`config.mk`:
```
export PLATFORM = sky130hd
export DESIGN_NAME = axi_interconnect_1xn
export DESIGN_NICKNAME = d
export VERILOG_FILES = /design/src/rtl/axi_ic_pkg.sv /design/src/rtl/axi_ic_addr_decoder.sv /design/src/rtl/axi_interconnect_1xn.sv
export SDC_FILE = /design/constraint.sdc
export NUM_CORES = 1
export LEC_CHECK = 0
export ABC_AREA = 1
export CAP_MARGIN = 10
export CELL_PAD_IN_SITES_DETAIL_PLACEMENT = 0
export CELL_PAD_IN_SITES_GLOBAL_PLACEMENT = 1
export CORE_MARGIN = 2
export CORE_UTILIZATION = 23
export CTS_CLUSTER_DIAMETER = 120
export DETAILED_ROUTE_END_ITERATION = 10
export MAX_ROUTING_LAYER = met4
export PLACE_DENSITY_LB_ADDON = 0.1
export SYNTH_ARGS = -nofsm -noshare
export SYNTH_HDL_FRONTEND = slang
export SYNTH_HIERARCHICAL = 1
export SYNTH_SLANG_ARGS = --single-unit
```
`constraint.sdc`:
```
create_clock -name ACLK -period 2.1 [get_ports ACLK]
set_clock_uncertainty 0.05 [all_clocks]
set_input_delay 0.21 -clock ACLK [delete_from_list [all_inputs] [get_ports ACLK]]
set_output_delay 0.21 -clock ACLK [all_outputs]
set_load 0.03 [all_outputs]
```
`src/rtl/axi_ic_pkg.sv`:
```
// axi_ic_pkg: shared response codes, FSM encodings and index-width helper for the interconnect
package axi_ic_pkg;
  localparam logic [1:0] RESP_OKAY   = 2'b00;
  localparam logic [1:0] RESP_SLVERR = 2'b10;
  localparam logic [1:0] RESP_DECERR = 2'b11;
  localparam logic [1:0] W_IDLE = 2'd0;
  localparam logic [1:0] W_FWD  = 2'd1;
  localparam logic [1:0] W_ERR  = 2'd2;
  localparam logic [1:0] W_RESP = 2'd3;
  localparam logic [1:0] R_IDLE = 2'd0;
  localparam logic [1:0] R_FWD  = 2'd1;
  localparam logic [1:0] R_RESP = 2'd2;
  localparam logic [1:0] R_ERR  = 2'd3;
  function automatic int clog2(input int n);
    int r;
    r = 1;
    while ((1 << r) < n) r++;
    return r;
  endfunction
endpackage

```
`src/rtl/axi_ic_addr_decoder.sv`:
```
// axi_ic_addr_decoder: base/mask address decode, lowest-index hit wins
module axi_ic_addr_decoder
  import axi_ic_pkg::*;
#(
  parameter int ADDR_WIDTH = 32,
  parameter int NUM_SLAVES = 2,
  localparam int IW = clog2(NUM_SLAVES)
) (
  input  logic [ADDR_WIDTH-1:0]            addr,
  input  logic [NUM_SLAVES*ADDR_WIDTH-1:0] base_addr,
  input  logic [NUM_SLAVES*ADDR_WIDTH-1:0] addr_mask,
  output logic                             hit,
  output logic [IW-1:0]                    index
);
  always_comb begin
    hit = 1'b0;
    index = '0;
    for (int i = NUM_SLAVES - 1; i >= 0; i--)
      if ((addr & addr_mask[i*ADDR_WIDTH +: ADDR_WIDTH]) == base_addr[i*ADDR_WIDTH +: ADDR_WIDTH]) begin
        hit = 1'b1;
        index = IW'(i);
      end
  end
endmodule

```
`src/rtl/axi_interconnect_1xn.sv`:
```
// axi_interconnect_1xn: 1-master / N-slave AXI4-Lite interconnect with independent
// write/read locking and an internal DECERR responder for unmapped addresses
module axi_interconnect_1xn
  import axi_ic_pkg::*;
#(
  parameter int ADDR_WIDTH = 32,
  parameter int DATA_WIDTH = 32,
  parameter int NUM_SLAVES = 2,
  parameter logic [NUM_SLAVES*ADDR_WIDTH-1:0] BASE_ADDR = {32'h4000_1000, 32'h4000_0000},
  parameter logic [NUM_SLAVES*ADDR_WIDTH-1:0] ADDR_MASK = {32'hFFFF_F000, 32'hFFFF_F000}
) (
  input  logic                               ACLK,
  input  logic                               ARESET,
  input  logic [ADDR_WIDTH-1:0]              M_AWADDR,
  input  logic                               M_AWVALID,
  output logic                               M_AWREADY,
  input  logic [DATA_WIDTH-1:0]              M_WDATA,
  input  logic [DATA_WIDTH/8-1:0]            M_WSTRB,
  input  logic                               M_WVALID,
  output logic                               M_WREADY,
  output logic [1:0]                         M_BRESP,
  output logic                               M_BVALID,
  input  logic                               M_BREADY,
  input  logic [ADDR_WIDTH-1:0]              M_ARADDR,
  input  logic                               M_ARVALID,
  output logic                               M_ARREADY,
  output logic [DATA_WIDTH-1:0]              M_RDATA,
  output logic [1:0]                         M_RRESP,
  output logic                               M_RVALID,
  input  logic                               M_RREADY,
  output logic [NUM_SLAVES*ADDR_WIDTH-1:0]   S_AWADDR,
  output logic [NUM_SLAVES-1:0]              S_AWVALID,
  input  logic [NUM_SLAVES-1:0]              S_AWREADY,
  output logic [NUM_SLAVES*DATA_WIDTH-1:0]   S_WDATA,
  output logic [NUM_SLAVES*DATA_WIDTH/8-1:0] S_WSTRB,
  output logic [NUM_SLAVES-1:0]              S_WVALID,
  input  logic [NUM_SLAVES-1:0]              S_WREADY,
  input  logic [NUM_SLAVES*2-1:0]            S_BRESP,
  input  logic [NUM_SLAVES-1:0]              S_BVALID,
  output logic [NUM_SLAVES-1:0]              S_BREADY,
  output logic [NUM_SLAVES*ADDR_WIDTH-1:0]   S_ARADDR,
  output logic [NUM_SLAVES-1:0]              S_ARVALID,
  input  logic [NUM_SLAVES-1:0]              S_ARREADY,
  input  logic [NUM_SLAVES*DATA_WIDTH-1:0]   S_RDATA,
  input  logic [NUM_SLAVES*2-1:0]            S_RRESP,
  input  logic [NUM_SLAVES-1:0]              S_RVALID,
  output logic [NUM_SLAVES-1:0]              S_RREADY
);
  localparam int IW = clog2(NUM_SLAVES);
  localparam int SW = DATA_WIDTH / 8;
  logic [1:0] wstate, rstate;
  logic [ADDR_WIDTH-1:0] waddr, raddr;
  logic [IW-1:0] widx, ridx, aw_idx, ar_idx;
  logic wmiss, aw_done, w_done, aw_hit, ar_hit, aw_fin, w_fin;
  logic [1:0] bresp [NUM_SLAVES];
  logic [1:0] rresp [NUM_SLAVES];
  logic [DATA_WIDTH-1:0] rdata [NUM_SLAVES];
  axi_ic_addr_decoder #(.ADDR_WIDTH(ADDR_WIDTH), .NUM_SLAVES(NUM_SLAVES)) u_aw_dec (
    .addr(M_AWADDR), .base_addr(BASE_ADDR), .addr_mask(ADDR_MASK), .hit(aw_hit), .index(aw_idx)
  );
  axi_ic_addr_decoder #(.ADDR_WIDTH(ADDR_WIDTH), .NUM_SLAVES(NUM_SLAVES)) u_ar_dec (
    .addr(M_ARADDR), .base_addr(BASE_ADDR), .addr_mask(ADDR_MASK), .hit(ar_hit), .index(ar_idx)
  );
  // Address/data buses are broadcast; only the locked slave ever sees a valid or ready.
  for (genvar i = 0; i < NUM_SLAVES; i++) begin : g_s
    assign bresp[i] = S_BRESP[2*i +: 2];
    assign rresp[i] = S_RRESP[2*i +: 2];
    assign rdata[i] = S_RDATA[i*DATA_WIDTH +: DATA_WIDTH];
    assign S_AWADDR[i*ADDR_WIDTH +: ADDR_WIDTH] = waddr;
    assign S_ARADDR[i*ADDR_WIDTH +: ADDR_WIDTH] = raddr;
    assign S_WDATA[i*DATA_WIDTH +: DATA_WIDTH] = M_WDATA;
    assign S_WSTRB[i*SW +: SW] = M_WSTRB;
    assign S_AWVALID[i] = (wstate == W_FWD) && !aw_done && (widx == IW'(i));
    assign S_WVALID[i] = (wstate == W_FWD) && !w_done && (widx == IW'(i)) && M_WVALID;
    assign S_BREADY[i] = (wstate == W_RESP) && !wmiss && (widx == IW'(i)) && M_BREADY;
    assign S_ARVALID[i] = (rstate == R_FWD) && (ridx == IW'(i));
    assign S_RREADY[i] = (rstate == R_RESP) && (ridx == IW'(i)) && M_RREADY;
  end
  assign M_AWREADY = wstate == W_IDLE;
  assign M_WREADY = (wstate == W_ERR) || ((wstate == W_FWD) && !w_done && S_WREADY[widx]);
  assign M_BVALID = (wstate == W_RESP) && (wmiss || S_BVALID[widx]);
  assign M_BRESP = wmiss ? RESP_DECERR : bresp[widx];
  assign M_ARREADY = rstate == R_IDLE;
  assign M_RVALID = (rstate == R_ERR) || ((rstate == R_RESP) && S_RVALID[ridx]);
  assign M_RDATA = (rstate == R_ERR) ? '0 : rdata[ridx];
  assign M_RRESP = (rstate == R_ERR) ? RESP_DECERR : rresp[ridx];
  assign aw_fin = aw_done || S_AWREADY[widx];
  assign w_fin = w_done || (M_WVALID && S_WREADY[widx]);
  always_ff @(posedge ACLK or posedge ARESET)
    if (ARESET) begin
      wstate <= W_IDLE;
      waddr <= '0;
      widx <= '0;
      wmiss <= 1'b0;
      aw_done <= 1'b0;
      w_done <= 1'b0;
    end else
      case (wstate)
        W_IDLE:
          if (M_AWVALID) begin
            waddr <= M_AWADDR;
            widx <= aw_idx;
            wmiss <= !aw_hit;
            aw_done <= 1'b0;
            w_done <= 1'b0;
            wstate <= aw_hit ? W_FWD : W_ERR;
          end
        W_FWD: begin
          aw_done <= aw_fin;
          w_done <= w_fin;
          if (aw_fin && w_fin) wstate <= W_RESP;
        end
        W_ERR: if (M_WVALID) wstate <= W_RESP;
        default: if (M_BVALID && M_BREADY) wstate <= W_IDLE;
      endcase
  always_ff @(posedge ACLK or posedge ARESET)
    if (ARESET) begin
      rstate <= R_IDLE;
      raddr <= '0;
      ridx <= '0;
    end else
      case (rstate)
        R_IDLE:
          if (M_ARVALID) begin
            raddr <= M_ARADDR;
            ridx <= ar_idx;
            rstate <= ar_hit ? R_FWD : R_ERR;
          end
        R_FWD: if (S_ARREADY[ridx]) rstate <= R_RESP;
        default: if (M_RVALID && M_RREADY) rstate <= R_IDLE;
      endcase
endmodule

```
==> After elaboration in Yosys (flattened, before gate mapping) <==
Cells that the tools add are included.
{ "word_totals": {"inputBits": 189, "word_cells": 119, "ff_bits": 73} }
{ "op_classes": {"n_reduce_logical": 45, "magnitude_cmp": 4, "n_eq_ne": 15, "n_mux": 42, "bitwise_logic": 4} }
{ "op_table": {"columns": ["op", "n"], "rows": [
  ["32-bit two-way mux", 4],
  ["20-bit by 19-bit equality test with 1-bit output, second input constant", 4],
  ["2-bit two-way mux", 17],
  ["1-bit logical AND", 26],
  ["1-bit two-way mux", 17],
  ["2-bit equality test, second input constant", 4],
  ["2-bit inequality test, second input constant", 3],
  ["2-bit case mux with 3 select lines", 1],
  ["2-bit AND reduction", 3],
  ["1-bit logical OR", 5],
  ["2-bit by 1-bit equality test with 1-bit output, second input constant", 2],
  ["2-bit >= comparator, second input constant", 2],
  ["1-bit zero test", 4],
  ["2-bit zero test", 2],
  ["1-bit by 2-bit less-than comparator with 1-bit output, second input constant", 2],
  ["2-bit by 1-bit inequality test with 1-bit output, second input constant", 2],
  ["1-bit NOT with 2-bit output", 2],
  ["1-bit case mux with 2 select lines", 2],
  ["2-bit case mux with 2 select lines", 1],
  ["4-bit AND reduction", 1],
  ["4-bit nonzero test", 1],
  ["3-bit AND reduction", 1],
  ["3-bit nonzero test", 1],
  ["1-bit NOT", 2],
  ["2-bit nonzero test", 1]
]} }

==> Depth between registers and ports, before layout <==
Gate-level depths: netlist of the first run.
{ "depth": {"depth_word": 7, "mapped_depth": 16, "depth_no_buf": 16} }

==> Hierarchy <==
Netlist of the first run, hierarchy kept.
{ "modules_own_cells": {"columns": ["module", "cells_per_inst", "seq_area_each_um2", "area_per_inst_um2", "n_inst"], "rows": [
  ["axi_interconnect_1xn", 574, 1826.8, 4757.1, 1],
  ["axi_ic_addr_decoder", 378, 0.0, 1557.7, 2]
]} }

==> Least setup slack after synthesis of the first run <==
OpenSTA, ideal clock, no wires.
{ "synth_path": {"kind": "reg2out", "start": "register ridx", "end": "output S_RREADY[0]", "path_stages_with_launch": 4, "arrival_time_ps": 1726, "n_path_buf": 2, "t_required_ps": 1840, "setup_slack_ps": 114, "cell_sequence": "dfrtp_1 -> buf_2 -> clkbuf_1 -> nor4_1"} }
{ "synth_between": {"elab_chain_len": 3} }
{ "synth_lines": {"columns": ["element", "line", "text"], "rows": [
  ["from (decl)", "axi_interconnect_1xn.sv:53", "logic [IW-1:0] widx, ridx, aw_idx, ar_idx;"],
  ["from (signal assigned)", "axi_interconnect_1xn.sv:126", "ridx <= ar_idx;"],
  ["1-bit NOT", "axi_interconnect_1xn.sv:77", "assign S_RREADY[i] = (rstate == R_RESP) && (ridx == IW'(i)) && M_RREADY;"],
  ["1-bit logical AND (2 in series)", "axi_interconnect_1xn.sv:77", null],
  ["to (decl)", "axi_interconnect_1xn.sv:47", "output logic [NUM_SLAVES-1:0] S_RREADY"]
]} }
No other way between the ends.

==> Worst setup path after layout of the first run <==
{ "layout_path": {"start": "register rstate[0]", "end": "output M_ARREADY"} }
{ "layout_between": {"elab_chain_len": 1} }
{ "layout_lines": {"columns": ["element", "line", "text"], "rows": [
  ["from (decl)", "axi_interconnect_1xn.sv:51", "logic [1:0] wstate, rstate;"],
  ["from (signal assigned)", "axi_interconnect_1xn.sv:127", "rstate <= ar_hit ? R_FWD : R_ERR;"],
  ["2-bit zero test", "axi_interconnect_1xn.sv:83", "assign M_ARREADY = rstate == R_IDLE;"],
  ["to (decl)", "axi_interconnect_1xn.sv:26", "output logic M_ARREADY,"]
]} }
No other way between the ends.

==> results of run 1 <==
how the worst min path moves through the flow:
| stage | to | from | cells after the start |
|---|---|---|---|
| floorplan | waddr[0] | M_AWADDR[0] | 2 |
| global placement | S_WDATA[14] | M_WDATA[14] | 0 |
| detailed placement | S_WDATA[14] | M_WDATA[14] | 0 |
| CTS | waddr[31] | ARESET | 3 |
| global route | waddr[31] | ARESET | 3 |
| finish | waddr[31] | ARESET | 3 |
cell usage in the layout, fill, tap and decap left out:
cell type        netlist  routed
nand2_1              558     558
conb_1                 2     508
clkdlybuf4s50_1        0     283
nor2_1               143     142
inv_1                136     134
nand3_1              129     129
dfrtp_1               73      73
nand3b_1              32      32
dlygate4sd2_1          0      31
mux2_4                27      27
buf_4                136      23
o21ai_0               22      22
o21ai_1               15      15
clkbuf_16              0       9
clkbuf_2               0       8
buf_12                 0       6
nor3_1                 5       5
mux2_1                 5       5
ha_1                   5       5
inv_2                  3       4
a21oi_1                4       4
nor2_2                 2       3
diode_2                0       2
nor4_1                 2       2
clkinvlp_4             0       2
clkdlybuf4s15_1        0       2
nand4_1                2       2
inv_4                  1       1
nor2_8                 1       1
nand2_4                1       1
a31oi_1                1       1
or2_1                  1       1
and3_1                 1       1
a31o_1                 1       1
clkbuf_8               0       1
clkinv_2               0       1
bufinv_16              0       1
clkbuf_1               9       1
clkdlybuf4s15_2        0       1
cells by family after synthesis:
logic type	share of synthesized area [%]
simple gates	46.0
buf+inv	21.2
flops	23.2
compound gates	2.80
mux	5.86
fa+ha+maj	0.795
other cells	0.0954
power by group:
group | total, mW | internal [mW] | switching [mW]
Combinational | 10.2 | 4.08 | 6.07
Clock | 1.59 | 0.939 | 0.646
Sequential | 2.73 | 2.09 | 0.643
worst max-delay path: cells and delay by family, from the launching register on:
kind                   cells  cell delay [ns]
DFF                        1             0.37
buffers and inverters      2             0.87
and+or+nand+nor            1             0.14
final cells by class:
cell class / count / share of cell area (%)
multi-input cells: 1465 / 48.5
repair buffers: 354 / 26.8
flip-flops and latches: 73 / 14.1
well taps: 448 / 4.33
inverters: 140 / 4.10
clock buffers: 11 / 1.87
clock inverters: 3 / 0.328
diodes: 2 / 0.0386
flip-flops by register name (all words and copies together), names as in the netlist:
name,count
aw_done,1
raddr,32
ridx,1
rstate,2
w_done,1
waddr,32
widx,1
wmiss,1
wstate,2
timing repair:
item	4_1_cts	5_1_grt
setup endpoints to repair	42	27
hold buffers	0	0
pin swaps	0	0
gates cloned	0	0
gates resized for setup	45	20
per-layer routing:
layer,routed length [um],share of wire (%)
met1,11800,46
met5,0,0
met2,12500,48
met4,439,1.7
met3,1170,4.5
metrics by stage:
step	hold WS (ns)	instance area [sq um]	total power [mW]
final	0.280	13000	14.5
after global placement	0.370	12700	13.2
after CTS	0.297	13000	14.6
after floorplan	0.270	9780	9.68
after global routing	0.320	13000	15.4
after detailed placement	0.370	12700	13.2
==> flow_summary_export.csv, run 1 <==
group,metric,value,unit
run_status,status,"finished clean",
setup_path,reg2reg_to,"wstate[0]",
placement,hpwl,21.6,mm
clocking,path_clk_slew,0.06,ns
timing,fin_tns_setup,0,ns
global_routing,gr-total-overflow,0,
global_routing,grt-busiest-layer,"met2",
placement,place_congestion,0.789,
layout,area_delta_synth_final,64.6,%
clocking,clock_latency,0.34,ns
layout,nNetsFinal,2237,
power,vdd_drop_max,0.762,mV
synthesis,synth_top_area_share,26.6,%
job,maxCapViolations,0,
floorplanning,rows,67,
timing,rsz0062_at_grt,"no",
synthesis,yosysWarnings,6,
hold_path,hp-class,"primary input to asynchronous set/reset pin",
synthesis,syn_inst,1330,
setup_path,path_max_fanout,7,
power,leakage,7.04,nW
setup_path,timing.critical_path.to,"M_ARREADY",
routing,drtPass1Iterations,4,
timing,finalSetupViolCount,0,
synthesis,async_flop_share,100,%
placement,post-place-cells,2480,
power,p_per_area,1120,nW/um^2
timing,maxSlewViolCount,0,
synthesis,synth.area.top_cells,"nand2_1 (27%), dfrtp_1 (23%), buf_4 (13%)",
global_routing,met1_usage,18.1,%
placement,dp_slack,0.0243,ns
synthesis,synth_seq_cells,73,
floorplanning,ios,440,
setup_path,slowest_delay,0.70,ns
routing,ant_nets,0,
layout,fin_util,38.5,%
synthesis,synth_top_area_cell,"nand2_1",
floorplanning,core_area,33600,sq um
clocking,clock_path_buffers,2,
global_routing,met3_usage,2.69,%
synthesis,synth_flop_cell,"dfrtp_1",
synthesis,avgSynthCellArea,5.92,sq um
setup_path,slowest_stage,"clkdlybuf4s50_1",
setup_path,crit_required,1.84,ns
clocking,cts_max_level,3,
routing,wl_per_cell,10.4,um
timing,finalHoldViolations,0,
clocking,cts.sinks,73,
timing,max_freq,0.500,GHz
setup_path,worstReg2RegStart,"wstate[0]",
layout,drive_gt1_share,4.35,%
setup_path,crit_chain,"buf_4 -> nor2_8 -> clkdlybuf4s50_1",
routing,drc_errors,0,
timing,timing.final.crit_period,2.00,ns
setup_path,rrSetupSlack,0.22,ns
floorplanning,die-height,189,um
floorplanning,die_area,35700,sq um
synthesis,syn_area,7870,sq um
synthesis,synth.distinct_cells,30,
global_routing,grt_antenna_before_repair,2,
routing,drt_iter0_markers,215,
synthesis,ys_seq_area_share,23.2,%
routing,num_vias,8602,
routing,vias_per_cell,3.45,
setup_path,cp-startpoint,"rstate[0]",
synthesis,synthTopCellsByCount,"nand2_1 (558), nor2_1 (143), buf_4 (136), inv_1 (136), nand3_1 (129)",
routing,routed_wirelength,25.9,mm
global_routing,grt_pass1_vias,7994,
synthesis,synth.most_common_cell,"nand2_1",
global_routing,grt_pass1_wl,41.0,mm
placement,port_buffers,331,
floorplanning,floorplan.initialDensity,23.4,%
layout,multi_input_area,6280,sq um
timing,post-route-period-util,95.2,%
timing,layout_setup_ws,0.101,ns
global_routing,track_usage,15.0,%
setup_path,r2r_cells,9,
setup_path,arrival,1.74,ns
clocking,postCtsSetupRepairBufs,0,
setup_path,cp-start-kind,"flop",
setup_path,path_class,"flop to primary output",
global_routing,grtUsageMet2,25.6,%
clocking,cts_root_buf,"clkbuf_16",
layout,instances_no_fill,2496,
clocking,cts_made_buffers,9,
clocking,cts_tree,"done",
synthesis,synth_edf_count,0,
floorplanning,die_w,189,um
setup_path,critPathCaptureType,"primary output",
layout,num-fill-cells,3626,
layout,ff_latch_area,1830,sq um
global_routing,grt_max_degree,74,
No activity file was read; power rests on OpenSTA's default activity.
==> run 2, diff against run 1 <==
MAX_ROUTING_LAYER = default   (was met4)
==> run 2 against run 1 <==
  * Sequential share of layout area about the same
  * Die area did not move
  * Sequential cell count did not move
  * Cell count is essentially flat
  * Via count barely moved
  * Setup slack lost 0.0019 ns
==> flow_summary_export.csv, run 2 (synthesized netlist as in run 1, its figures left out) <==
group,metric,value,unit
floorplanning,ios,440,
setup_path,reg2reg_to,"wstate[0]",
timing,finalSetupViolCount,0,
clocking,cts_resized,45,
routing,drc_errors,0,
timing,timing.final.crit_period,2.00,ns
routing,vias_per_cell,3.45,
clocking,path_clk_slew,0.06,ns
routing,ant_nets,0,
power,leakage,7.04,nW
layout,drive_gt1_share,4.35,%
floorplanning,floorplan.initialDensity,23.4,%
setup_path,crit_required,1.84,ns
floorplanning,rows,67,
setup_path,r2r_cells,9,
timing,maxSlewViolCount,0,
placement,hpwl,21.6,mm
global_routing,grt_pass1_wl,41.0,mm
timing,rsz0062_at_grt,"no",
setup_path,path_max_fanout,5,
clocking,cts_max_level,3,
clocking,clock_latency,0.34,ns
layout,area_delta_synth_final,64.5,%
layout,fin_util,38.5,%
routing,routed_wirelength,25.9,mm
routing,drtPass1Iterations,4,
run_status,status,"finished clean",
layout,nNetsFinal,2237,
power,p_per_area,1120,nW/um^2
setup_path,rrSetupSlack,0.24,ns
global_routing,grt_max_degree,74,
floorplanning,die_area,35700,sq um
global_routing,gr-total-overflow,0,
power,vdd_drop_max,0.764,mV
layout,reg.largest.list,"raddr x32, waddr x32",
placement,place_congestion,0.778,
routing,num_vias,8601,
hold_path,hp-class,"primary input to asynchronous set/reset pin",
clocking,cts.sinks,73,
floorplanning,die_w,189,um
clocking,cts_hold_buf,0,
global_routing,track_usage,14.5,%
floorplanning,core_area,33600,sq um
timing,fin_tns_setup,0,ns
clocking,cts_tree,"done",
timing,max_freq,0.500,GHz
layout,num-fill-cells,3625,
setup_path,critPathCaptureType,"primary output",
routing,drt_iter0_markers,238,
setup_path,arrival,1.74,ns
timing,finalHoldViolations,0,
clocking,cts_made_buffers,9,
setup_path,worstReg2RegStart,"wstate[0]",
layout,final_common_cell,"nand2_1",
job,maxCapViolations,0,
power,finalPower,14.5,mW
floorplanning,die-height,189,um
global_routing,grt_antenna_before_repair,2,
clocking,clock_path_buffers,2,
setup_path,path_class,"flop to primary output",
setup_path,cp-startpoint,"wstate[0]",
clocking,postCtsSetupRepairBufs,0,
routing,wl_per_cell,10.4,um
timing,post-route-period-util,95.3,%
layout,layout_common_cells,"nand2_1 (558), conb_1 (508), clkdlybuf4s50_1 (283)",
clocking,cts_root_buf,"clkbuf_16",
global_routing,grt_pass1_vias,8011,
placement,port_buffers,331,
setup_path,cp-start-kind,"flop",
==> run 2: changes by cell type in the layout (fill, tap and decap cells not counted), sizes merged <==
cell   delta
diode     -1
==> run 2: metal layers <==
layer | routed length (um) | GRT usage [%] | vias to the layer above
met5 | 13 | 0 | -
met4 | 439 | 4.15 | 2
met3 | 1200 | 2.80 | 49
met2 | 12500 | 25.5 | 184
met1 | 11700 | 18.0 | 3488
li1 | - | - | 4878
==> run 2: worst max-delay path, stage by stage, from the launching register on <==
cell,delay [ns]
dfrtp_1,0.44
ha_1,0.26
inv_2,0.07
nor2_1,0.12
nand3_1,0.08
nand2_1,0.06
clkdlybuf4s15_1,0.37
==> run 2: metrics by stage <==
stage                     worst slack (ns)  area (sq um)  hold slack, ns  std cells
after detailed placement            0.0243         12700           0.370       2480
after global routing               0.00106         13000           0.320       2495
final                               0.0989         13000           0.280       2495
after CTS                          0.00342         13000           0.297       2494
after floorplan                      0.114          9780           0.270       1836
after global placement              0.0205         12700           0.370       2480
==> run 2: report_power, final <==
| group | switching (mW) | leakage (nW) | internal (mW) |
|---|---|---|---|
| logic | 6.07 | 6.01 | 4.08 |
| clock network | 0.649 | 0.137 | 0.939 |
| registers | 0.641 | 0.889 | 2.09 |
==> run 2: cell type report <==
type,count,area (sq um),area share [%]
multi-input cells,1465,6280,48.5
flip-flops and latches,73,1830,14.1
diodes,1,2.50,0.0193
repair buffers,354,3470,26.8
inverters,140,532,4.11
clock inverters,3,42.5,0.328
well taps,448,561,4.33
clock buffers,11,243,1.87
==> run 2: worst max path at each step <==
| stage | endpoint | slack [ns] | depth (start not counted) |
|---|---|---|---|
| final | M_WREADY | 0.1 | 6 |
| after global routing | M_WREADY | 0.001 | 7 |
| after CTS | M_RDATA[9] | 0.003 | 5 |
| after detailed placement | wstate[1] | 0.02 | 15 |
| after global placement | wstate[1] | 0.02 | 15 |
| after floorplan | S_RREADY[0] | 0.11 | 3 |
==> run 3, diff against run 2 <==
ABC_AREA = default   (was 1)
CORE_UTILIZATION = 24   (was 23)
clock period = 1.8 ns   (was 2.1 ns; I/O delays follow)
==> run 3 against run 2 <==
  * The run now ends with setup timing left
  * Sequential share of layout area up 0.13 points
  * Critical endpoint is now M_RVALID
  * Setup slack worse by 0.15 ns
  * Die area fell by 14%
  * Sequential power is 18% higher
  * Register-to-register slack got worse by 0.25 ns
  * Via count shrank 17%
  * Clock-buffer cell count rose by 1
  * Critical path type unchanged
  * Synthesized cell count shrank 41%
  * Critical path depth decreased by 1
  * Sequential cell count unchanged
  * Largest power group unchanged
  * Final area decreased by 0.69%
  * Hold slack got worse by 0.19 ns
==> flow_summary_export.csv, run 3 <==
group,metric,value,unit
floorplanning,die_w,175,um
power,leakage,6.48,nW
synthesis,synthTopCellsByCount,"buf_4 (138), a21oi_1 (73), dfrtp_1 (73)",
layout,final_common_cell,"conb_1",
layout,instances_no_fill,1935,
routing,routed_wirelength,25.8,mm
layout,nNetsFinal,1736,
global_routing,gr-total-overflow,0,
synthesis,ys_seq_area_share,25.9,%
synthesis,async_flop_share,100,%
timing,timing.final.crit_period,1.85,ns
synthesis,syn_area,7060,sq um
setup_path,critPathCaptureType,"primary output",
clocking,clock_latency,0.34,ns
setup_path,path_class,"flop to primary output",
setup_path,arrival,1.62,ns
layout,multi_input_area,6310,sq um
floorplanning,rows,62,
clocking,cts_root_buf,"clkbuf_16",
power,vdd_drop_max,0.968,mV
timing,finalHoldViolations,0,
layout,area_delta_synth_final,82.3,%
timing,holdWs,0.0929,ns
routing,drt_iter0_markers,142,
power,p_per_area,1260,nW/um^2
hold_path,worstHoldPathCells,2,
placement,hpwl,21.3,mm
global_routing,grt_max_degree,74,
hold_path,worstHoldEndpoint,"waddr[28]",
clocking,cts_hold_buf,0,
global_routing,grt_pass1_vias,6842,
placement,port_buffers,331,
synthesis,synth.distinct_cells,41,
timing,post-route-period-util,103,%
floorplanning,die-height,175,um
run_status,violations,"setup timing",
synthesis,yosysWarnings,6,
setup_path,rrSetupSlack,-0.01,ns
layout,ff_latch_area,1830,sq um
floorplanning,ios,440,
clocking,cts_max_level,3,
synthesis,synth_top_area_cell,"dfrtp_1",
hold_path,hp-class,"primary input to flop",
routing,drtPass1Iterations,4,
global_routing,track_usage,16.2,%
setup_path,cp-start-kind,"flop",
global_routing,grt_antenna_before_repair,4,
setup_path,cp-startpoint,"ridx",
floorplanning,core_area,28900,sq um
clocking,cts.sinks,73,
clocking,clock_path_buffers,2,
floorplanning,floorplan.initialDensity,24.5,%
clocking,path_clk_slew,0.06,ns
placement,place_congestion,0.821,
setup_path,crit_required,1.57,ns
synthesis,synth.most_common_cell,"buf_4",
layout,layout_common_cells,"conb_1 (512), clkdlybuf4s50_1 (246), dfrtp_1 (70), buf_4 (70), mux2_2 (67)",
routing,wl_per_cell,13.3,um
timing,maxSlewViolCount,0,
synthesis,synth.area.top_cells,"dfrtp_1 (26%), buf_4 (15%), mux2_2 (11%)",
layout,drive_gt1_share,18.9,%
timing,layout_setup_ws,-0.0541,ns
layout,num-fill-cells,2925,
layout,reg.largest.list,"raddr x32, waddr x32",
run_status,status,"complete, but fails checks",
setup_path,worstReg2RegStart,"wstate[1]",
routing,num_vias,7170,
timing,rsz0062_at_grt,"yes",
setup_path,r2r_cells,8,
synthesis,synth_seq_cells,73,
synthesis,synth_edf_count,0,
routing,vias_per_cell,3.71,
setup_path,reg2reg_to,"wstate[1]",
placement,dp_slack,-0.666,ns
routing,ant_nets,0,
job,maxCapViolations,0,
routing,drc_errors,0,
synthesis,syn_inst,780,
timing,max_freq,0.539,GHz
placement,post-place-cells,1894,
clocking,cts_tree,"done",
hold_path,min_from,"M_AWADDR[28]",
synthesis,avgSynthCellArea,9.05,sq um
timing,finalSetupViolCount,8,
clocking,cts_made_buffers,9,
synthesis,synth_flop_cell,"dfrtp_1",
synthesis,synth_top_area_share,25.9,%
floorplanning,die_area,30800,sq um
setup_path,path_max_fanout,4,
global_routing,grt_pass1_wl,38.4,mm
-- run 3: changes by cell type after synthesis, sizes merged, moves of 33 or more --
cell   previous run  this run
nand3           129        32
nand2           559         5
a21oi             4        73
and3b             0        33
mux2             32        71
o21ai            37         3
and3              1        64
nor2            146        40
mux2i             0        34
inv             140         7
-- run 3: cells by family after synthesis --
kind of cell,after synthesis,synth area share [%]
adder cells (fa/ha/maj),5,0.886
flip-flops,73,25.9
other,2,0.106
AND/OR/NAND/NOR,218,18.8
multiplexers,105,16.2
buffers and inverters,162,16.5
AO/OA/AOI/OAI,215,21.6
-- run 3: area by class of cell --
type / instances / share of cell area [%]
Multi-Input combinational cell: 1055 / 49.0
Clock inverter: 4 / 0.759
Clock buffer: 12 / 2.07
Inverter: 7 / 0.282
Sequential cell: 73 / 14.2
Timing Repair Buffer: 396 / 29.8
Antenna cell: 4 / 0.0778
Tap cell: 384 / 3.74
-- run 3: metrics by stage --
stage	TNS [ns]	instance area [sq um]	util [%]	total power [mW]
2_1_floorplan	0	9000	-	10.2
4_1_cts	-0.822	12600	43.6	16.0
3_3_place_gp	-3.07	12000	41.5	13.5
6_report	-0.130	12900	44.6	16.2
3_5_place_dp	-3.22	12000	41.5	13.5
5_1_grt	-1.72	12900	44.6	17.1
-- run 3: routing by layer --
| metal | global-route usage, % | share of wire, % | vias to the layer above |
|---|---|---|---|
| met5 | 1.44 | 0.25 | - |
| met4 | 5.34 | 2.2 | 2 |
| met3 | 7.12 | 10 | 26 |
| met2 | 28.0 | 49 | 275 |
| met1 | 17.7 | 39 | 3078 |
| li1 | - | - | 3789 |
-- run 3: worst max path at each step --
stage	cells after the start	endpoint	slack (ns)
after floorplan	3	S_RREADY[1]	0.02
after global placement	10	wstate[1]	-0.64
after CTS	6	M_RDATA[30]	-0.10
after detailed placement	10	wstate[1]	-0.67
after global routing	5	M_RVALID	-0.11
final	5	M_RVALID	-0.05
-- run 3: what timing repair did --
action                     in CTS  in global routing
buffers inserted               13                  6
setup endpoints to repair      38                 44
cloned                          0                  2
gates resized for setup       133                100
pin swaps                      23                 22
-- run 3: worst max-delay path, cell delays in order (launching register included) --
cell and delay (ns):
dfrtp_2 0.41, buf_6 0.12, buf_12 0.12, mux2_2 0.26
o21a_1 0.22, buf_6 0.15
-- run 3: where the power goes --
group	total, mW	switching (mW)	internal, mW	leakage, nW
Sequential	3.21	0.736	2.47	0.864
Clock	2.23	0.764	1.47	0.175
Combinational	10.8	5.86	4.90	5.44
Total	16.2	7.36	8.84	6.48
